===== src/rtl/wb_arbiter_if.sv =====
// Writeback arbiter bus: ALU/load result inputs, issue/decode
// scoreboard lookups and the regfile write port.
interface wb_arbiter_if #(
  parameter int XLEN     = 32,
  parameter int LD_DEPTH = 4
);
  localparam int CW = $clog2(LD_DEPTH) + 1;

  logic            alu_valid;
  logic [4:0]      alu_rd;
  logic [XLEN-1:0] alu_data;
  logic            ld_valid;
  logic            ld_ready;
  logic [4:0]      ld_rd;
  logic [XLEN-1:0] ld_data;
  logic            iss_valid;
  logic [4:0]      iss_rd;
  logic [4:0]      rs1;
  logic [4:0]      rs2;
  logic            rs1_busy;
  logic            rs2_busy;
  logic            rd_busy;
  logic            wb_we;
  logic [4:0]      wb_rd;
  logic [XLEN-1:0] wb_wdata;
  logic [CW-1:0]   ld_count;

  modport slave (
    input  alu_valid, alu_rd, alu_data,
    input  ld_valid, ld_rd, ld_data,
    input  iss_valid, iss_rd, rs1, rs2,
    output ld_ready, rs1_busy, rs2_busy, rd_busy,
    output wb_we, wb_rd, wb_wdata, ld_count
  );

  modport master (
    output alu_valid, alu_rd, alu_data,
    output ld_valid, ld_rd, ld_data,
    output iss_valid, iss_rd, rs1, rs2,
    input  ld_ready, rs1_busy, rs2_busy, rd_busy,
    input  wb_we, wb_rd, wb_wdata, ld_count
  );
endinterface


===== src/rtl/wb_arbiter.sv =====
// Writeback stage: merges ALU and buffered load results into the
// single regfile write port and tracks pending destination registers.
module wb_arbiter #(
  parameter int XLEN     = 32,
  parameter int LD_DEPTH = 4
) (
  input logic         clk,
  input logic         rst_n,
  wb_arbiter_if.slave bus
);
  localparam int AW = $clog2(LD_DEPTH);
  localparam int CW = AW + 1;

  logic [4:0]      mem_rd [LD_DEPTH];
  logic [XLEN-1:0] mem_d  [LD_DEPTH];
  logic [AW-1:0]   wptr_q;
  logic [AW-1:0]   rptr_q;
  logic [CW-1:0]   cnt_q;

  logic            wb_we_q;
  logic [4:0]      wb_rd_q;
  logic [XLEN-1:0] wb_d_q;
  logic [31:0]     pend_q;
  logic [31:0]     pend_nxt;

  logic            full;
  logic            empty;
  logic            push;
  logic            pop;
  logic            sel_v;
  logic [4:0]      sel_rd;
  logic [XLEN-1:0] sel_d;
  logic            wr;

  assign full  = cnt_q == CW'(LD_DEPTH);
  assign empty = cnt_q == '0;
  assign push  = bus.ld_valid && !full;

  // ALU always wins; the FIFO head drains only on ALU-idle cycles
  always_comb begin
    sel_v  = 1'b0;
    sel_rd = '0;
    sel_d  = '0;
    pop    = 1'b0;
    unique case (1'b1)
      bus.alu_valid: begin
        sel_v  = 1'b1;
        sel_rd = bus.alu_rd;
        sel_d  = bus.alu_data;
      end
      (!bus.alu_valid && !empty): begin
        sel_v  = 1'b1;
        sel_rd = mem_rd[rptr_q];
        sel_d  = mem_d[rptr_q];
        pop    = 1'b1;
      end
      default: ;
    endcase
  end

  assign wr = sel_v && (sel_rd != 5'd0);

  always_comb begin
    pend_nxt = pend_q;
    if (wr)
      pend_nxt[sel_rd] = 1'b0;
    if (bus.iss_valid && bus.iss_rd != 5'd0)
      pend_nxt[bus.iss_rd] = 1'b1;
    pend_nxt[0] = 1'b0;
  end

  always_ff @(posedge clk) begin
    if (push) begin
      mem_rd[wptr_q] <= bus.ld_rd;
      mem_d[wptr_q]  <= bus.ld_data;
    end
  end

  always_ff @(posedge clk) begin
    if (!rst_n) begin
      wptr_q  <= '0;
      rptr_q  <= '0;
      cnt_q   <= '0;
      wb_we_q <= 1'b0;
      wb_rd_q <= '0;
      wb_d_q  <= '0;
      pend_q  <= '0;
    end else begin
      if (push)
        wptr_q <= wptr_q + AW'(1);
      if (pop)
        rptr_q <= rptr_q + AW'(1);
      cnt_q   <= cnt_q + CW'(push) - CW'(pop);
      wb_we_q <= wr;
      if (wr) begin
        wb_rd_q <= sel_rd;
        wb_d_q  <= sel_d;
      end
      pend_q <= pend_nxt;
    end
  end

  function automatic logic busy(input logic [4:0] x);
    return (x != 5'd0) &&
           (pend_q[x] || (wb_we_q && wb_rd_q == x));
  endfunction

  assign bus.ld_ready = !full;
  assign bus.ld_count = cnt_q;
  assign bus.wb_we    = wb_we_q;
  assign bus.wb_rd    = wb_rd_q;
  assign bus.wb_wdata = wb_d_q;
  assign bus.rs1_busy = busy(bus.rs1);
  assign bus.rs2_busy = busy(bus.rs2);
  assign bus.rd_busy  = busy(bus.iss_rd);
endmodule


===== src/flat_wrapper.sv =====
// flat-port wrapper written by rule: the top's interface ports become plain ports
module wb_arbiter_flat 
#(
  parameter int XLEN     = 32,
  parameter int LD_DEPTH = 4
)
  (clk, rst_n, bus_alu_valid, bus_alu_rd, bus_alu_data, bus_ld_valid, bus_ld_rd, bus_ld_data, bus_iss_valid, bus_iss_rd, bus_rs1, bus_rs2, bus_ld_ready, bus_rs1_busy, bus_rs2_busy, bus_rd_busy, bus_wb_we, bus_wb_rd, bus_wb_wdata, bus_ld_count);
  wb_arbiter_if #(.XLEN(XLEN), .LD_DEPTH(LD_DEPTH)) bus_i ();
  input logic clk;
  input logic rst_n;
  input wire logic [$bits(bus_i.alu_valid)-1:0] bus_alu_valid;
  input wire logic [$bits(bus_i.alu_rd)-1:0] bus_alu_rd;
  input wire logic [$bits(bus_i.alu_data)-1:0] bus_alu_data;
  input wire logic [$bits(bus_i.ld_valid)-1:0] bus_ld_valid;
  input wire logic [$bits(bus_i.ld_rd)-1:0] bus_ld_rd;
  input wire logic [$bits(bus_i.ld_data)-1:0] bus_ld_data;
  input wire logic [$bits(bus_i.iss_valid)-1:0] bus_iss_valid;
  input wire logic [$bits(bus_i.iss_rd)-1:0] bus_iss_rd;
  input wire logic [$bits(bus_i.rs1)-1:0] bus_rs1;
  input wire logic [$bits(bus_i.rs2)-1:0] bus_rs2;
  output wire logic [$bits(bus_i.ld_ready)-1:0] bus_ld_ready;
  output wire logic [$bits(bus_i.rs1_busy)-1:0] bus_rs1_busy;
  output wire logic [$bits(bus_i.rs2_busy)-1:0] bus_rs2_busy;
  output wire logic [$bits(bus_i.rd_busy)-1:0] bus_rd_busy;
  output wire logic [$bits(bus_i.wb_we)-1:0] bus_wb_we;
  output wire logic [$bits(bus_i.wb_rd)-1:0] bus_wb_rd;
  output wire logic [$bits(bus_i.wb_wdata)-1:0] bus_wb_wdata;
  output wire logic [$bits(bus_i.ld_count)-1:0] bus_ld_count;
  assign bus_i.alu_valid = bus_alu_valid;
  assign bus_i.alu_rd = bus_alu_rd;
  assign bus_i.alu_data = bus_alu_data;
  assign bus_i.ld_valid = bus_ld_valid;
  assign bus_i.ld_rd = bus_ld_rd;
  assign bus_i.ld_data = bus_ld_data;
  assign bus_i.iss_valid = bus_iss_valid;
  assign bus_i.iss_rd = bus_iss_rd;
  assign bus_i.rs1 = bus_rs1;
  assign bus_i.rs2 = bus_rs2;
  assign bus_ld_ready = bus_i.ld_ready;
  assign bus_rs1_busy = bus_i.rs1_busy;
  assign bus_rs2_busy = bus_i.rs2_busy;
  assign bus_rd_busy = bus_i.rd_busy;
  assign bus_wb_we = bus_i.wb_we;
  assign bus_wb_rd = bus_i.wb_rd;
  assign bus_wb_wdata = bus_i.wb_wdata;
  assign bus_ld_count = bus_i.ld_count;
  wb_arbiter #(.XLEN(XLEN), .LD_DEPTH(LD_DEPTH)) u_core (.clk(clk), .rst_n(rst_n), .bus(bus_i));
endmodule

===== config.mk =====
export PLATFORM = sky130hd
export DESIGN_NAME = wb_arbiter_flat
export DESIGN_NICKNAME = d
export VERILOG_FILES = /design/src/rtl/wb_arbiter_if.sv /design/src/rtl/wb_arbiter.sv /design/src/flat_wrapper.sv
export SDC_FILE = /design/constraint.sdc
export NUM_CORES = 1
export LEC_CHECK = 0
export ABC_AREA = 1
export ABC_CLOCK_PERIOD_IN_PS = 2500
export BUFFER_PORTS_ARGS = -buffer_cell sky130_fd_sc_hd__buf_2
export CAP_MARGIN = 0
export CELL_PAD_IN_SITES_DETAIL_PLACEMENT = 1
export CELL_PAD_IN_SITES_GLOBAL_PLACEMENT = 1
export CORE_UTILIZATION = 40
export DETAILED_ROUTE_END_ITERATION = 7
export GPL_ROUTABILITY_DRIVEN = 0
export PLACE_DENSITY_LB_ADDON = 0.1
export SLEW_MARGIN = 20
export SYNTH_ARGS = -nofsm -noshare
export SYNTH_HDL_FRONTEND = slang
export SYNTH_SLANG_ARGS = --single-unit

===== constraint.sdc =====
create_clock -name clk -period 2.5 [get_ports clk]
set_input_delay 0.5 -clock clk [delete_from_list [all_inputs] [get_ports clk]]
set_output_delay 0.5 -clock clk [all_outputs]
set_load 0.005 [all_outputs]

======== After elaboration in Yosys (flattened, before gate mapping) ========
Memories as Yosys holds them, arrays and structs flattened. A register that Yosys moved wholly into a read port is not among the register bits.
Cells that the tools add are included.
word-level totals
  flip-flop bits (word level) ............. 77
  memory bits (writable) .................. 148
  bits of input ports ..................... 94
  word-level logic and storage cells ...... 73
  memories ................................ 2
memories
  name           depth  width  rd ports  clocked after Yosys merged registers in  write ports  line              text
  u_core.mem_d   4      32     1         1                                        1            wb_arbiter.sv:15  logic [XLEN-1:0] mem_d [LD_DEPTH];
  u_core.mem_rd  4      5      1         1                                        1            wb_arbiter.sv:14  logic [4:0] mem_rd [LD_DEPTH];
cells by class
  add/sub/neg operators ................... 4
  magnitude comparators ................... 6
  equal/unequal tests ..................... 4
  mux-type cells .......................... 22
  bitwise logic cells ..................... 3
  reduce and logical (&&, ||, !) cells .... 24
operators with widths
  cell                                                                   number
  32-bit two-way mux                                                     2
  32-bit case mux with 2 select lines                                    1
  32-bit bitwise AND                                                     1
  32-bit inverter                                                        1
  32-bit OR                                                              1
  5-bit by 6-bit < comparator with 1-bit output, second input constant   4
  5-bit nonzero test                                                     4
  1-bit binary-select mux with 5-bit select                              3
  5-bit == test                                                          3
  1-bit logical AND                                                      12
  1-bit demux with 5-bit select                                          2
  5-bit by 1-bit >= comparator with 1-bit output, second input constant  2
  5-bit case mux with 2 select lines                                     1
  1-bit two-way mux                                                      9
  2-bit two-way mux                                                      4
  2-bit by 1-bit adder with 2-bit output, second input constant          2
  3-bit by 1-bit adder with 3-bit output                                 1
  3-bit == test, second input constant                                   1
  1-bit logical NOT                                                      3
  3-bit logical NOT                                                      1
  1-bit logical OR                                                       3
  3-bit by 1-bit subtractor with 3-bit output                            1
  2-bit OR reduction                                                     1

======== Depth between registers and ports, before layout ========
  depth in word-level cells ............... 13
  mapped depth ............................ 15
  depth with buffers taken out ............ 12

======== Worst setup path after synthesis ========
OpenSTA, ideal clock, no wires.
  path type ............................... reg2reg
  start point ............................. register u_core.cnt_q[1], in the netlist u_core.bus.ld_count[1]
  end point ............................... memory u_core.mem_d[0][0], enable pin
  library setup time ...................... 0.431 ns
  arrival time ............................ 2.343 ns
  data required time ...................... 2.069 ns
  setup slack ............................. -0.274 ns
  cell stages (with the launch flop) ...... 5
  cell sequence ........................... dfxtp_1 -> nor2_1 -> nand2_1 -> nand2_1 -> nor2_1
between the ends
  cells in the longest elaborated chain, start to end .. 5
ends and longest elaborated chain
  element                                  line                text
  start, declared                          wb_arbiter.sv:18    logic [CW-1:0] cnt_q;
  start signal, assigned                   wb_arbiter.sv:93    cnt_q <= cnt_q + CW'(push) - CW'(pop);
  3-bit == test                            wb_arbiter.sv:35    assign full = cnt_q == CW'(LD_DEPTH);
  1-bit logical NOT                        n/a
  net bus_ld_ready                         flat_wrapper.sv:21  output wire logic [$bits(bus_i.ld_ready)-1:0] bus_ld_ready;
  1-bit logical AND                        wb_arbiter.sv:37    assign push = bus.ld_valid && !full;
  1-bit two-way mux                        wb_arbiter.sv:73    if (push) begin
  1-bit two-way mux (implied by the code)  wb_arbiter.sv:75    mem_d[wptr_q] <= bus.ld_data;
  end, declared                            wb_arbiter.sv:15
The timed path passes the listed nets, and every way through them passes these cells.

======== Worst setup path after layout ========
  start point ............................. register u_core.wb_rd_q[2], in the netlist u_core.bus.wb_rd[2]
  end point ............................... output bus_rd_busy
between the ends
  cells in the longest elaborated chain, start to end .. 4
ends and longest elaborated chain
  element                 line                text
  start, declared         wb_arbiter.sv:21    logic [4:0] wb_rd_q;
  start signal, assigned  wb_arbiter.sv:96    wb_rd_q <= sel_rd;
  5-bit == test           wb_arbiter.sv:105   (pend_q[x] || (wb_we_q && wb_rd_q == x));
  1-bit logical AND       wb_arbiter.sv:105
  1-bit logical OR        wb_arbiter.sv:105
  1-bit logical AND       wb_arbiter.sv:104   return (x != 5'd0) &&
  end, declared           flat_wrapper.sv:24  output wire logic [$bits(bus_i.rd_busy)-1:0] bus_rd_busy;
No other way between the ends.

==> impl_metrics.json <==
{
  "outcome": "finished clean",
  "synth_compound_area_share_pct": 13.8,
  "cts_tree": "done",
  "setup_tns_ns": 0,
  "yosysTopAreaCellShare_pct": 44.0,
  "antenna_found_initial": 3,
  "startpoint_type": "flip-flop",
  "cts_setup_buffers": 0,
  "crit_chain": "xor2_1 -> nor3_1 -> nand3_1 -> nand2_1 -> inv_1 -> nand3_1 -> nand2_1 -> inv_1 -> buf_2",
  "grt_overflow": 0,
  "ant_nets": 0,
  "drive_gt1_share_pct": 19.3,
  "worst_slew_pin_slew_ns": 0.736,
  "dieWidth_um": 161,
  "syn_area_per_cell_um2": 9.16,
  "finalMaxSlewViolations": 0,
  "final_net_count": 1353,
  "ys_warn_count": 0,
  "portBuffers": 138,
  "clock-sinks": 226,
  "root_buffer": "clkbuf_16",
  "synthAdderAreaFrac_pct": 0.942,
  "vias": 8475,
  "max_slew_margin_pct": 50.8,
  "critPathMaxFanout": 6,
  "required_ns": 2.00,
  "cts_max_level": 1,
  "fin_crit_ns": 2.36,
  "period_share_pct": 94.4,
  "grt_max_degree": 75,
  "dp_cells": 1548,
  "ys_types": 33,
  "synth_top_family_by_area": "simple AND/OR/NAND/NOR gates",
  "drt_first_iter_violations": 535,
  "clkTransAtPathRegs_ns": 0.06,
  "synth-seq-area-share_pct": 59.5,
  "critical_path.endpoint_type": "output pin",
  "fmax_mhz": 424,
  "grt.total_usage_pct": 23.3,
  "synth_commonest_cells": "263 x nand2_1, 153 x nor2_1, 148 x edfxtp_1",
  "insertion_delay_ns": 0.53,
  "syn_inst": 1102,
  "wire_per_inst_um": 18.6,
  "vdd_drop_max_mv": 0.634,
  "initial_core_util_pct": 41.1,
  "setup_viol": 0,
  "first_global_vias": 8795,
  "synth_xor_area_share_pct": 0.434,
  "rsz0062_at_grt": "no",
  "synth_top_area_cell": "edfxtp_1",
  "dpl_worst_slack_ns": 0.246,
  "hold_class": "input pin to flip-flop",
  "max_cap_violations": 0,
  "hpwl_um": 20400,
  "ys_async_sr_fraction_pct": 0,
  "critical_path_class": "flip-flop to output pin",
  "vias_per_cell": 5.30,
  "core_area_um2": 24500,
  "cp_data_arrival_time_ns": 1.86,
  "wirelength_um": 29600,
  "synth_fp_nets": 1203,
  "fin_cells": 1598,
  "area_growth_pct": 21.7,
  "critical-path-max-stage-delay_ns": 0.51,
  "synthSimpleGateAreaFrac_pct": 20.0,
  "clock_path_buffers": 3,
  "power.leakage_nw": 5.07,
  "synth_edf_count": 148,
  "yosys-mux-area-fraction_pct": 0,
  "clock_skew_ns": 0.0193,
  "drc": 0,
  "detailedRoute.firstPassIterationCount": 5,
  "io_pins": 139,
  "synth_area_leaders": "edfxtp_1 44%, dfxtp_1 15%, nand2_1 9.8%",
  "numCtsBuffers": 26,
  "hold_viol_final": 0,
  "power_mw": 11.2,
  "ys_ff_latch": 226,
  "grt_pass1_wl_um": 47200,
  "die_h_um": 161,
  "synth.most_common_cell": "nand2_1",
  "setup_ws_ns": 0.140,
  "ys.flop_type": "edfxtp_1",
  "synth_area_um2": 10100,
  "p_per_area_nw_per_um2": 915,
  "rows": 57,
  "crit_slowest_cell": "dfxtp_1",
  "die-area_um2": 25900
}
## cells by family (layout without fill, tap and decap cells)
logic type,Yosys count,after routing
AO/OA/AOI/OAI,237,237
buffers and inverters,130,300
XOR/XNOR,5,5
AND/OR/NAND/NOR,497,497
flip-flops,226,226
other,0,2
adder cells (fa/ha/maj),7,7
## where the power goes
part | total (mW) | internal, mW | switching, mW
sequential | 4.67 | 4.46 | 0.206
combinational | 2.62 | 0.903 | 1.71
clock | 3.96 | 2.38 | 1.58
total | 11.2 | 7.74 | 3.50
## critical path: cells and delay by family (launching register included)
kind,cells,cell delay (ns)
and+or+nand+nor,5,0.53
DFF,1,0.51
xor gates and xnor gates,1,0.11
buffers and inverters,3,0.19
## final timing paths
kind	from	cells after the start	to	slack, ns
max	u_core.bus.wb_rd[2]	9	bus_rd_busy	0.14
min	bus_ld_data[20]	1	u_core.mem_d[3][20]	0.18
max reg2reg	flip-flop	12	u_core.pend_q[17]	0.33
min reg2reg	u_core.bus.wb_wdata[4]	2	u_core.bus.wb_wdata[4]	0.48
## per-stage QoR
| step | cell area, µm² | hold WS, ns | util (%) |
|---|---|---|---|
| after floorplan | 10100 | 0.436 | - |
| after global placement | 11400 | 0.450 | 46.3 |
| after detailed placement | 11400 | 0.464 | 46.3 |
| after CTS | 12300 | 0.151 | 50.0 |
| after global routing | 12300 | 0.168 | 50.1 |
| final | 12300 | 0.177 | 50.1 |
## cells in the final DEF, fill, tap and decap left out, drive strengths merged, types with 44 or more instances in the layout
cell type / instances
nand2: 267
a22oi: 44
nand3: 55
inv: 74
nor2: 155
dfxtp: 78
a21oi: 58
edfxtp: 148
buf: 179
o21ai: 82
## flip-flops by register name, indices dropped and copies added, names as in the netlist, named ones only
register / flops
u_core.mem_d: 128
u_core.bus.wb_wdata: 32
u_core.pend_q: 31
u_core.mem_rd: 20
u_core.bus.wb_rd: 5
u_core.bus.ld_count: 3
u_core.rptr_q: 2
u_core.wptr_q: 2
u_core.bus.wb_we: 1
## metal layers
metal | GRT usage (%) | share of wire [%]
met4 | 7.59 | 2.7
met3 | 3.59 | 4.5
met5 | 0 | 0.057
met2 | 40.3 | 49
met1 | 29.7 | 44
## timing repair
action / in CTS / in global routing
endpoints found under the hold margin: 0 / 0
pin swaps: 0 / 0
hold buffers: 0 / 0
endpoints found under the setup margin: 1 / 2
gates resized for setup: 1 / 4
## layout make-up
cell class | count | area [µm²]
diodes | 2 | 5.00
clock buffers | 27 | 664
clock inverters | 21 | 255
fillers | 2909 | 12200
inverters | 73 | 274
multi-input cells | 746 | 3580
flip-flops and latches | 226 | 6010
well taps | 324 | 405
repair buffers | 179 | 1090
No activity file was read; power rests on OpenSTA's default activity.
